===== src/rtl/sqrt_from_location_if.sv =====
// Request/response bundle for the fixed-point square-root unit.
//   start    : request pulse, sampled on rising clk edges
//   radicand : unsigned Q(WIDTH-FRAC).FRAC operand
//   location : leading-bit seed, ceil(p/2) of the integer part's MSB index
//   busy     : high while the root is being resolved
//   done     : one-cycle pulse, root valid
//   root     : unsigned Q(WIDTH-FRAC).FRAC square root
// master = requester, slave = the square-root unit.
interface sqrt_from_location_if #(
  parameter int WIDTH = 12
);
  logic             start;
  logic [WIDTH-1:0] radicand;
  logic [5:0]       location;
  logic             busy;
  logic             done;
  logic [WIDTH-1:0] root;

  modport master (output start, radicand, location, input busy, done, root);
  modport slave  (input start, radicand, location, output busy, done, root);
endinterface


===== src/rtl/sqrt_from_location.sv =====
// Bit-serial fixed-point square root: root = floor(sqrt(radicand << FRAC)).
// The search starts at bit s = min(location + FRAC, RMAX), so small operands
// finish early. The first ITER cycle registers the widened comparison target;
// each following ITER cycle resolves one root bit, giving done s+2 edges after
// the accepting edge.
//   clk  : clock, all state on its rising edge
//   rst_ : synchronous active-high reset (wins over start)
//   bus  : slave side of sqrt_from_location_if (start/radicand/location in,
//          busy/done/root out)
module sqrt_from_location #(
  parameter int WIDTH = 12,
  parameter int FRAC  = 4
) (
  input logic                  clk,
  input logic                  rst_,
  sqrt_from_location_if.slave  bus
);
  localparam int RMAX = (WIDTH + FRAC + 1) / 2 - 1;  // top root bit index
  localparam int RW   = RMAX + 1;                    // root bits
  localparam int PW   = 2 * RW;                      // trial-square width
  localparam int IW   = (RMAX > 0) ? $clog2(RMAX + 1) : 1;

  typedef enum logic [1:0] {IDLE, ITER, DONE} state_t;

  state_t          state_reg, state_next;
  logic [WIDTH-1:0] rad_reg;
  logic [PW-1:0]   target_reg;
  logic [RW-1:0]   acc_reg;
  logic [IW-1:0]   idx_reg;
  logic            prime_reg;   // set for the target-forming first ITER cycle

  logic            accept;
  logic [7:0]      loc_sum;
  logic [IW-1:0]   s_start;
  logic [RW-1:0]   trial;
  logic [PW-1:0]   trial_sq;

  assign accept = bus.start && (state_reg == IDLE || state_reg == DONE);

  // Seed index, clamped so an oversized location cannot overrun the root width.
  always_comb begin
    loc_sum = 8'(bus.location) + 8'(FRAC);
    s_start = (loc_sum > 8'(RMAX)) ? IW'(RMAX) : IW'(loc_sum);
  end

  always_comb begin
    trial    = acc_reg | (RW'(1) << idx_reg);
    trial_sq = PW'(trial) * PW'(trial);
  end

  // State register
  always_ff @(posedge clk) begin
    if (rst_) state_reg <= IDLE;
    else      state_reg <= state_next;
  end

  // Next-state logic
  always_comb begin
    state_next = state_reg;
    case (state_reg)
      IDLE:    if (bus.start) state_next = ITER;
      ITER:    if (!prime_reg && idx_reg == '0) state_next = DONE;
      DONE:    state_next = bus.start ? ITER : IDLE;
      default: state_next = IDLE;
    endcase
  end

  // Outputs
  always_comb begin
    bus.busy = (state_reg == ITER);
    bus.done = (state_reg == DONE);
  end

  // The accumulator doubles as the result register: it is frozen outside
  // ITER, so root holds from DONE until the next accepted start.
  assign bus.root = WIDTH'(acc_reg);

  // Datapath
  always_ff @(posedge clk) begin
    if (rst_) begin
      rad_reg    <= '0;
      target_reg <= '0;
      acc_reg    <= '0;
      idx_reg    <= '0;
      prime_reg  <= 1'b0;
    end else if (accept) begin
      rad_reg   <= bus.radicand;
      acc_reg   <= '0;
      idx_reg   <= s_start;
      prime_reg <= 1'b1;
    end else if (state_reg == ITER) begin
      if (prime_reg) begin
        target_reg <= PW'(rad_reg) << FRAC;
        prime_reg  <= 1'b0;
      end else begin
        if (trial_sq <= target_reg) acc_reg <= trial;
        if (idx_reg != '0) idx_reg <= idx_reg - 1'b1;
      end
    end
  end
endmodule


===== src/flat_wrapper.sv =====
// flat-port wrapper written by rule: the top's interface ports become plain ports
module sqrt_from_location_flat 
#(
  parameter int WIDTH = 12,
  parameter int FRAC  = 4
)
  (clk, rst_, bus_start, bus_radicand, bus_location, bus_busy, bus_done, bus_root);
  sqrt_from_location_if #(.WIDTH(WIDTH)) bus_i ();
  input logic clk;
  input logic rst_;
  input wire logic [$bits(bus_i.start)-1:0] bus_start;
  input wire logic [$bits(bus_i.radicand)-1:0] bus_radicand;
  input wire logic [$bits(bus_i.location)-1:0] bus_location;
  output wire logic [$bits(bus_i.busy)-1:0] bus_busy;
  output wire logic [$bits(bus_i.done)-1:0] bus_done;
  output wire logic [$bits(bus_i.root)-1:0] bus_root;
  assign bus_i.start = bus_start;
  assign bus_i.radicand = bus_radicand;
  assign bus_i.location = bus_location;
  assign bus_busy = bus_i.busy;
  assign bus_done = bus_i.done;
  assign bus_root = bus_i.root;
  sqrt_from_location #(.WIDTH(WIDTH), .FRAC(FRAC)) u_core (.clk(clk), .rst_(rst_), .bus(bus_i));
endmodule

===== config.mk =====
export PLATFORM = sky130hd
export DESIGN_NAME = sqrt_from_location_flat
export DESIGN_NICKNAME = d
export VERILOG_FILES = /design/src/rtl/sqrt_from_location_if.sv /design/src/rtl/sqrt_from_location.sv /design/src/flat_wrapper.sv
export SDC_FILE = /design/constraint.sdc
export NUM_CORES = 1
export LEC_CHECK = 0
export ABC_AREA = 1
export CAP_MARGIN = 20
export CORE_ASPECT_RATIO = 0.75
export CORE_MARGIN = 2
export CORE_UTILIZATION = 40
export CTS_BUF_LIST = sky130_fd_sc_hd__clkbuf_4 sky130_fd_sc_hd__clkbuf_8
export DETAILED_ROUTE_END_ITERATION = 16
export GPL_ROUTABILITY_DRIVEN = 0
export PLACE_DENSITY = 0.67
export SETUP_SLACK_MARGIN = 0.15
export SYNTH_ARGS = -nofsm -noshare
export SYNTH_HDL_FRONTEND = slang
export SYNTH_SLANG_ARGS = --single-unit

===== constraint.sdc =====
create_clock -name clk -period 7.4 [get_ports clk]
set_input_delay 1.48 -clock clk [delete_from_list [all_inputs] [get_ports clk]]
set_output_delay 1.48 -clock clk [all_outputs]
set_load 0.02 [all_outputs]

# Word level (Yosys, flattened, before mapping)
# Cells that the tools add are included.
word_totals:
  ff_bits: 38
  in_bits: 21
op_classes:
  n_addsub: 2
  n_mul: 1
  n_lt_le_gt_ge: 2
  eq_ne: 5
  shift: 1
  n_mux: 11
  bitwise_logic: 3
  n_reduce_logical: 14
op_table:
  columns: ["operator", "n"]
  rows:
  - ["$le A16 B16 Y1", 1]
  - ["$mul A8 B8 Y16", 1]
  - ["$mux W3", 5]
  - ["$reduce_and A3 Y1", 3]
  - ["$gt A8 B3 Y1 const B", 1]
  - ["$or A8 B8 Y8", 1]
  - ["$shl A1 B3 Y8 const A", 1]
  - ["$add A6 B3 Y7 const B", 1]
  - ["$pmux W2 S3", 1]
  - ["$mux W2", 2]
  - ["$ne A2 B2 Y1 const B", 2]
  - ["$reduce_bool A2 Y1", 2]
  - ["$logic_not A3 Y1", 1]
  - ["$mux W1", 3]
  - ["$reduce_bool A3 Y1", 1]
  - ["$sub A3 B1 Y3 const B", 1]
  - ["$eq A2 B1 Y1 const B", 1]
  - ["$eq A2 B2 Y1 const B", 1]
  - ["$logic_and A1 B1 Y1", 2]
  - ["$logic_not A2 Y1", 1]
  - ["$ne A2 B1 Y1 const B", 1]
  - ["$not A1 Y1", 2]
  - ["$reduce_and A2 Y1", 1]
  - ["$reduce_or A2 Y1", 1]
  - ["2 further kinds", 2]

# Depth between registers and ports, before layout
# Gate-level depths: netlist of the first run.
logic_depth:
  word_depth: 5
  ltp_mapped: 31
  mapped_depth_nobuf: 30

# Worst setup path before layout of the first run
# OpenSTA, ideal clock, no wires.
synth_timing:
  path_kind: "reg-to-reg"
  from: "register u_core.idx_reg[0]"
  to: "register u_core.acc_reg[0]"
  setup_ps: 118
  arrival_time_ps: 5102
  t_required_ps: 7282
  setup_slack_ps: 2180
  path_stages_with_launch: 30
  path_cell_list: "dfxtp_1 -> inv_1 -> ha_1 -> a21oi_1 -> inv_1 -> nand2_1 -> fa_1 -> inv_1 -> fa_1 -> fa_1 -> inv_1 -> fa_1 -> inv_1 -> ha_1 -> a21o_1 -> nor2_1 -> nand2_1 -> nand2_1 -> nand3_1 -> xor2_1 -> ha_1 -> nand2_1 -> inv_1 -> nand2_1 -> nor2_1 -> nand2_1 -> nand3_1 -> nand2_2 -> nand2_4 -> a21oi_2"
synth_via:
  elab_chain_cells: 5
synth_lines:
  columns: ["item", "line", "source"]
  rows:
  - ["from (decl)", "sqrt_from_location.sv:29", "logic [IW-1:0] idx_reg;"]
  - ["from (signal assigned)", "sqrt_from_location.sv:89", "idx_reg <= s_start;"]
  - ["from (signal assigned)", "sqrt_from_location.sv:97", "if (idx_reg != '0) idx_reg <= idx_reg - 1'b1;"]
  - ["$shl A1 B3 Y8 (*)", "sqrt_from_location.sv:47", "trial = acc_reg | (RW'(1) << idx_reg);"]
  - ["$or A8 B8 Y8 (*)", "sqrt_from_location.sv:47", null]
  - ["$mul A8 B8 Y16", "sqrt_from_location.sv:48", "trial_sq = PW'(trial) * PW'(trial);"]
  - ["$le A16 B16 Y1", "sqrt_from_location.sv:96", "if (trial_sq <= target_reg) acc_reg <= trial;"]
  - ["$reduce_and A3 Y1 (no source line)", null, null]
  - ["to (signal assigned)", "sqrt_from_location.sv:96", null]
  - ["to (decl)", "sqrt_from_location.sv:28", "logic [RW-1:0] acc_reg;"]
# Every way passes the cells marked *; elsewhere a longest branch is shown, timed or not.
# A chain may end at the register's enable or synchronous reset.

# Final worst setup path of the first run
layout_timing:
  from: "register u_core.idx_reg[1]"
  to: "register u_core.acc_reg[2]"
# The elaborated chain is that of the path after synthesis.

==> qor.txt, run 1 <==
Total grt overflow -> 0
RSZ-0062 raised after global routing -> false
Setup TNS -> 0 ps
RR Startpoint -> u_core.idx_reg[1]
Post-detail-place hpwl -> 6320 um
# setup viols final -> 0
Buffer count from post-CTS setup fixing -> 0
Max Transition Viols Final -> 0
M1 WL -> 3980 um
Clock Tree Buf Depth -> 2
Arr. time, crit path -> 6080 ps
Synth top area cells -> dfxtp_1 21%, ha_1 16%, fa_1 13%
Post-CTS sizing -> 0
Slew margin rel. -> 0.534
Register area share after synthesis -> 0.207
FMAX -> 0.169 GHz
Final Cycle Share -> 0.797
Number of flops mapped to enable cells by yosys -> 0
Worst hold-check path type -> flop to flop
Lkg Pwr -> 2.20 nW
Crit-path max cell delay -> 560 ps
Slowest-stage cell, CP -> fa_1
Placed Cells -> 633
Skew final -> 7.54 ps
Hold Path Origin -> u_core.rad_reg[1]
First-pass GRT wire length -> 13600 um
Antenna Cells -> 0
Total Nets Final -> 619
Fin util -> 0.461
Period minus WS final -> 5900 ps
Initial antenna violation count -> 0
Mapped Area -> 3680 um2
Vias -> 2991
Cell count after synthesis -> 501
Yosys warning count -> 0
Share of layout cells above drive strength 1 -> 0.0567
Maximum VDD drop -> 0.0000802 V
Largest area contributor in the netlist -> dfxtp_1
Pin count of the biggest net entering global routing -> 32
Vias in the first global route -> 2957
Top-count cell post-synth -> inv_1
Yosys cell types -> 36
CTS Hold Bufs -> 0
Area grow syn2layout -> 12.8%
Top Layer Used -> met4
Total GRT Usage -> 0.168
Total power -> 0.000555 W
H-Tree Depth -> 2
Clk Latency, worst-skew pair -> 290 ps
Initial DRC count -> 138
Reg clk slew, reported paths -> 70 ps
Required time worst endpoint -> 7580 ps
Top cell type's share of synthesized area -> 0.207
# IOs -> 35
Status -> finished, final reports clean
Max-cap violations -> 0
FFs w/ async S/R, synth -> 0
DRT antenna net count -> 0
Synth Register Bits -> 38
Worst-margin pin slew -> 698 ps
Num CTS Buffers -> 5
Vias per cell -> 4.67
Power Density -> 134 nW/um2
Hold Violations, Final -> 0
Initial Utilization -> 0.409
Top_reg_cell synth -> dfxtp_1
Site row count -> 30
Worst-path maximum fanout -> 9
DR WL met3 -> 287 um
Routed wire per std cell -> 12.1 um
# port buffers -> 30
Startpoint types -> flop
Core Box Area -> 9010 um2
Number of detailed-route iterations in the first pass -> 5
Commonest cells in the synthesized netlist -> 113 x inv_1, 111 x nand2_1, 46 x ha_1
Die area -> 9990 um2
Critical Path Start -> u_core.idx_reg[1]
Sinks on the clock net -> 38
# DRC -> 0
Synth Area per Inst -> 7.35 um2
Clock root cell -> clkbuf_8
DIE HEIGHT -> 87.1 um
Die W -> 115 um
Met2 wire length -> 3480 um
WL final -> 7770 um
Crit end category -> flop
CTS tree -> done
WS Path Type -> flop to flop
Final Instance Count excl. Fillers -> 641
==> kinds of logic (layout without fill, tap and decap cells) <==
kind of cell    Yosys count  after routing  share of synthesized area
buf+inv                 129            154                      0.140
xor+xnor                 19             19                     0.0472
flops                    38             38                      0.207
compound gates           75             75                      0.127
simple gates            169            169                      0.191
fa+ha+maj                70             70                      0.287
other cells               1              4                    0.00102
==> cell usage in the layout (no fill, tap or decap), types with 6 or more instances in the layout <==
master	synthesis	final
nand2_1	111	111
a21oi_1	35	35
nand3_1	14	14
inv_1	113	113
fa_1	24	24
dfxtp_1	38	38
nor2_1	31	31
clkdlybuf4s50_1	0	30
a21oi_2	8	8
clkbuf_8	0	6
ha_1	46	46
xnor2_1	7	7
o21ai_0	9	9
xor2_1	11	11
a211oi_1	11	11
==> final cells by class <==
cell class              instances  area (um2)
well taps                     112         140
inverters                     115         434
repair buffers                 31         308
multi-input cells             337        2410
fillers                       907        4860
clock inverters                 1        5.00
clock buffers                   7        90.1
flip-flops and latches         38         761
==> critical path, delay by kind of cell (launching register included) <==
kind | cells | cell delay, ps
adders and majority gates | 7 | 2990
and+or+nand+nor | 10 | 970
buffers and inverters | 6 | 650
AOI/OAI and AO/OA | 4 | 640
DFF | 1 | 390
xor gates and xnor gates | 1 | 150
==> power by group <==
part           total, W  switching [W]  internal [W]  leakage (nW)
clock          0.000150      0.0000715     0.0000789        0.0517
sequential     0.000223     0.00000763      0.000215         0.310
combinational  0.000182       0.000114     0.0000678          1.83
total          0.000555       0.000193      0.000362          2.20
==> path summary, 6_finish.rpt <==
kind | endpoint | slack [ps] | cells past startpoint
max reg2reg | u_core.acc_reg[2] | 1500 | 28
min reg2reg | u_core.rad_reg[1] | 470 | 2
max | u_core.acc_reg[2] | 1500 | 28
min | u_core.rad_reg[1] | 470 | 2
==> through the flow <==
step	worst slack [ps]	hold WS [ps]	area, um2
after floorplan	2180	444	3690
after global placement	1700	456	4060
after detailed placement	1540	460	4060
after CTS	1510	473	4150
after global routing	1060	496	4150
final	1500	469	4150
==> routing by layer <==
| metal | track usage | up-vias |
|---|---|---|
| met2 | 0.273 | 50 |
| met4 | 0.0252 | 0 |
| met5 | 0 | - |
| met3 | 0.0299 | 4 |
| li1 | - | 1591 |
| met1 | 0.240 | 1346 |
Power figures use the tool's default switching activity.
==> run 2: changes to the inputs <==
--- a/config.mk
+++ b/config.mk
@@ -13,7 +13,7 @@
 export CTS_BUF_LIST = sky130_fd_sc_hd__clkbuf_4 sky130_fd_sc_hd__clkbuf_8
 export DETAILED_ROUTE_END_ITERATION = 16
 export GPL_ROUTABILITY_DRIVEN = 0
-export PLACE_DENSITY = 0.67
+export PLACE_DENSITY = 0.69
 export SETUP_SLACK_MARGIN = 0.15
 export SYNTH_ARGS = -nofsm -noshare
 export SYNTH_HDL_FRONTEND = slang
==> constraint.sdc (replaced) <==
create_clock -name clk -period 5 [get_ports clk]
set_input_delay 1 -clock clk [delete_from_list [all_inputs] [get_ports clk]]
set_output_delay 1 -clock clk [all_outputs]
set_load 0.02 [all_outputs]
==> qor.txt, run 2 (synthesized netlist as in run 1, its figures left out) <==
Slew margin rel. -> 0.528
Final Cycle Share -> 1.03
Clock Tree Buf Depth -> 2
H-Tree Depth -> 2
Commonest non-fill, non-tap cells in the layout -> 100 x inv_1, 96 x nand2_1, 44 x buf_4
Worst Hold Slack -> 468 ps
Worst r2r path cells -> 27
DIE HEIGHT -> 87.1 um
Max Transition Viols Final -> 0
Initial Utilization -> 0.409
CTS Hold Bufs -> 0
Total power -> 0.000898 W
Top delay family on crit path -> adder cells
Initial DRC count -> 156
Critical Path Stages -> 27
Commonest non-fill, non-tap cell in the layout -> inv_1
Reg clk slew, reported paths -> 80 ps
CTS tree -> done
Area grow syn2layout -> 30.9%
Lkg Pwr -> 2.49 nW
Required time worst endpoint -> 5240 ps
Vias per cell -> 4.71
Worst-margin pin slew -> 706 ps
Core Box Area -> 9010 um2
Pre-CTS setup slack -> -159 ps
# setup viols final -> 8
CP Buf/Inv Count -> 6
Antenna Cells -> 0
Crit-path max cell delay -> 530 ps
Post-detail-place hpwl -> 6810 um
Skew final -> 5.39 ps
Number of detailed-route iterations in the first pass -> 5
Total grt overflow -> 0
Vias in the first global route -> 3154
Die W -> 115 um
Initial antenna violation count -> 0
Pin count of the biggest net entering global routing -> 32
Fill count -> 846
Die area -> 9990 um2
# DRC -> 0
Routed wire per std cell -> 12.4 um
Clock root cell -> clkbuf_8
Clk Latency, worst-skew pair -> 300 ps
First-pass GRT wire length -> 14300 um
Slowest-stage cell, CP -> fa_2
Power Density -> 186 nW/um2
Share of layout cells above drive strength 1 -> 0.244
RSZ-0062 raised after global routing -> true
# IOs -> 35
Vias -> 3234
# port buffers -> 30
Critical Path Most Common Cell -> inv_2
Period minus WS final -> 5170 ps
Failing checks -> setup timing
WL final -> 8520 um
Total Nets Final -> 664
Maximum VDD drop -> 0.000176 V
Hold Violations, Final -> 0
FMAX -> 0.194 GHz
Register Area -> 769 um2
Hold path depth -> 2
Sinks on the clock net -> 38
WS Path Type -> flop to flop
Status -> finished, violations left
Crit end category -> flop
Area taken by multi-input logic gates -> 2730 um2
Arr. time, crit path -> 5410 ps
Worst hold-check path type -> flop to flop
Site row count -> 30
Fin util -> 0.535
Setup TNS -> -1140 ps
Num CTS Buffers -> 5
Max-cap violations -> 0
Setup ws final -> -165 ps
Worst-path maximum fanout -> 8
DRT antenna net count -> 0
Total GRT Usage -> 0.180
Startpoint types -> flop
==> run 2: report_power, final <==
group	internal, W	switching, W
combinational	0.000155	0.000197
sequential	0.000319	0.0000136
clock	0.000102	0.000111
==> run 2: area by class of cell <==
cell class	instances	area share
flip-flops and latches	38	0.160
clock buffers	6	0.0158
multi-input cells	337	0.565
well taps	112	0.0291
repair buffers	76	0.136
inverters	115	0.0924
clock inverters	2	0.00208
==> run 2: final timing paths <==
kind,slack (ps),startpoint,endpoint
worst min register to register,470,u_core.rad_reg[10],u_core.rad_reg[10]
worst min-delay path,470,u_core.rad_reg[10],u_core.rad_reg[10]
worst max-delay path,-170,u_core.idx_reg[0],u_core.acc_reg[6]
worst max register to register,-170,u_core.idx_reg[0],u_core.acc_reg[6]
==> run 2: repair_timing <==
item,CTS,global route
setup buffers,4,5
endpoints found under the setup margin,8,8
resized for setup,8,40
pin swaps,6,27
==> run 2: per-stage QoR <==
stage / area (um2) / instances
6_report: 4820 / 686
3_5_place_dp: 4470 / 669
4_1_cts: 4620 / 681
2_1_floorplan: 3840 / 504
5_1_grt: 4820 / 686
3_3_place_gp: 4470 / 669
==> run 2: worst reg2reg max path, cell delays in order, from the launching register on <==
cell     delay (ps)
dfxtp_4         380
inv_4            80
ha_4            150
inv_2            40
o21ai_4         160
buf_6           130
nand2_4          50
fa_1            500
inv_1            50
fa_2            530
inv_2            40
fa_2            530
fa_1            420
inv_2            80
ha_4            220
a21oi_4         190
o21ai_2          80
nand2_1          90
nand3_2         100
xor2_2          160
ha_1            330
a21oi_2         140
nor2_1           50
nor2_1          140
nand3_2         100
nand2_2         100
nand2_4         120
a21oi_2         160
==> run 2: per-layer routing <==
metal,GRT usage,part of all wire
met1,0.256,0.51
met2,0.287,0.45
met3,0.0438,0.038
met4,0.0230,0.0057
met5,0,0
==> run 3: changes to the inputs <==
--- a/config.mk
+++ b/config.mk
@@ -8,12 +8,12 @@
 export ABC_AREA = 1
 export CAP_MARGIN = 20
 export CORE_ASPECT_RATIO = 0.75
-export CORE_MARGIN = 2
+export CORE_MARGIN = 8
 export CORE_UTILIZATION = 40
 export CTS_BUF_LIST = sky130_fd_sc_hd__clkbuf_4 sky130_fd_sc_hd__clkbuf_8
 export DETAILED_ROUTE_END_ITERATION = 16
 export GPL_ROUTABILITY_DRIVEN = 0
-export PLACE_DENSITY = 0.69
+export PLACE_DENSITY = 0.67
 export SETUP_SLACK_MARGIN = 0.15
 export SYNTH_ARGS = -nofsm -noshare
 export SYNTH_HDL_FRONTEND = slang
==> constraint.sdc (replaced) <==
create_clock -name clk -period 5.1 [get_ports clk]
set_input_delay 1.02 -clock clk [delete_from_list [all_inputs] [get_ports clk]]
set_output_delay 1.02 -clock clk [all_outputs]
set_load 0.02 [all_outputs]
==> qor.txt, run 3 (synthesized netlist as in run 1, its figures left out) <==
Max-cap violations -> 0
Hold Path Origin -> u_core.rad_reg[0]
First-pass GRT wire length -> 14500 um
# IOs -> 35
Final Cycle Share -> 1.03
RR Startpoint -> u_core.idx_reg[0]
CTS Hold Bufs -> 0
Core Box Area -> 9010 um2
Max Transition Viols Final -> 0
Initial Utilization -> 0.409
Site row count -> 30
Register-to-Register Setup Slack -> -140 ps
WS Path Type -> flop to flop
Hold path depth -> 2
Failing checks -> setup timing
Worst r2r path cells -> 26
Fin util -> 0.536
CP Buf/Inv Count -> 6
Routed wire per std cell -> 12.6 um
Worst-path maximum fanout -> 8
# setup viols final -> 8
Setup TNS -> -1120 ps
Maximum VDD drop -> 0.000143 V
Required time worst endpoint -> 5290 ps
Worst-margin pin slew -> 705 ps
# DRC -> 0
DRT antenna net count -> 0
Commonest non-fill, non-tap cells in the layout -> 99 x nand2_1, 99 x inv_1, 42 x buf_4
Clock Tree Buf Depth -> 2
FMAX -> 0.191 GHz
Period minus WS final -> 5240 ps
Placed Cells -> 665
Total GRT Usage -> 0.137
Hold Path End -> u_core.rad_reg[0]
Skew final -> 3.87 ps
Worst Hold Slack -> 469 ps
Power Density -> 204 nW/um2
Reg2reg end -> u_core.acc_reg[5]
Lkg Pwr -> 2.49 nW
Total power -> 0.000985 W
Share of layout cells above drive strength 1 -> 0.234
Arr. time, crit path -> 5430 ps
RSZ-0062 raised after global routing -> true
Antenna Cells -> 0
Reg clk slew, reported paths -> 80 ps
Startpoint types -> flop
Die area -> 12600 um2
Slew margin rel. -> 0.529
Status -> finished, violations left
Setup ws final -> -145 ps
Vias per cell -> 4.76
Crit-path max cell delay -> 540 ps
Pin count of the biggest net entering global routing -> 32
Slowest-stage cell, CP -> fa_1
Top delay family on crit path -> adder cells
WL final -> 8620 um
DIE HEIGHT -> 99.1 um
Fill count -> 862
Die W -> 127 um
CTS tree -> done
Post-detail-place hpwl -> 6670 um
Num CTS Buffers -> 5
Total Nets Final -> 663
Total grt overflow -> 0
Clock root cell -> clkbuf_8
# port buffers -> 30
Final Instance Count excl. Fillers -> 685
Initial DRC count -> 117
Vias -> 3264
Sinks on the clock net -> 38
Vias in the first global route -> 3255
Worst hold-check path type -> flop to flop
Clk Latency, worst-skew pair -> 290 ps
Area grow syn2layout -> 31.1%
Initial antenna violation count -> 0
Hold Violations, Final -> 0
Number of detailed-route iterations in the first pass -> 4
Crit end category -> flop
H-Tree Depth -> 2
## run 3: cell types whose count changed in the layout (fill, tap and decap cells not counted), sizes merged
cell    before  now
clkinv       3    2
buf         46   45
bufinv       0    2
clkbuf       6    5
## run 3: cell type report
| type | count | area [um2] | share of cell area |
|---|---|---|---|
| multi-input cells | 337 | 2680 | 0.556 |
| flip-flops and latches | 38 | 768 | 0.159 |
| repair buffers | 75 | 658 | 0.136 |
| inverters | 115 | 440 | 0.0912 |
| well taps | 112 | 140 | 0.0290 |
| clock buffers | 5 | 68.8 | 0.0143 |
| clock inverters | 3 | 68.8 | 0.0143 |
## run 3: worst reg2reg max path: stages, from the launching register on
cell and delay, ps:
dfxtp_4 390, buf_4 130, ha_4 130, inv_2 50, o21ai_4 190, nand2_2 80, fa_1 520, inv_2 50
fa_1 480, fa_1 540, inv_2 40, fa_1 480, inv_2 40, ha_4 230, a21o_1 180, nor2_1 130
nand2_2 110, buf_6 140, xor2_2 140, ha_1 290, nand4_1 180, nor2_4 170, nand2_2 70, nand3_2 70
nand2_2 70, nand2_4 150, a21oi_2 80
## run 3: routing by layer
layer,share of wire,track usage
met5,0,0
met4,0.0039,0.0182
met3,0.032,0.0270
met2,0.48,0.239
met1,0.48,0.175
## run 3: repair_timing
action,4_1_cts,5_1_grt
buffers inserted,7,5
gates resized for setup,37,13
endpoints found under the setup margin,8,8
pin swaps,31,21
endpoints found under the hold margin,0,0
cloned,0,0
## run 3: power breakdown
| group | internal, W | total, W | switching, W |
|---|---|---|---|
| sequential | 0.000313 | 0.000324 | 0.0000115 |
| clock | 0.000196 | 0.000311 | 0.000115 |
| combinational | 0.000150 | 0.000350 | 0.000200 |
## run 3: worst max-delay path by stage
| stage | from | end | slack, ps | cells past startpoint |
|---|---|---|---|---|
| final | u_core.idx_reg[0] | u_core.acc_reg[5] | -140 | 26 |
| after detailed placement | u_core.idx_reg[1] | u_core.acc_reg[5] | -140 | 29 |
| after floorplan | u_core.idx_reg[0] | u_core.acc_reg[0] | 150 | 30 |
| after global routing | u_core.idx_reg[0] | u_core.acc_reg[3] | -320 | 31 |
| after global placement | u_core.idx_reg[1] | u_core.acc_reg[5] | -30 | 28 |
| after CTS | u_core.idx_reg[0] | u_core.acc_reg[5] | -20 | 31 |
## run 3: stage by stage
step / worst slack (ps) / area (um2)
after floorplan: 152 / 3810
after global placement: -32.5 / 4410
after detailed placement: -140 / 4410
after CTS: -23.5 / 4750
after global routing: -318 / 4830
final: -145 / 4830
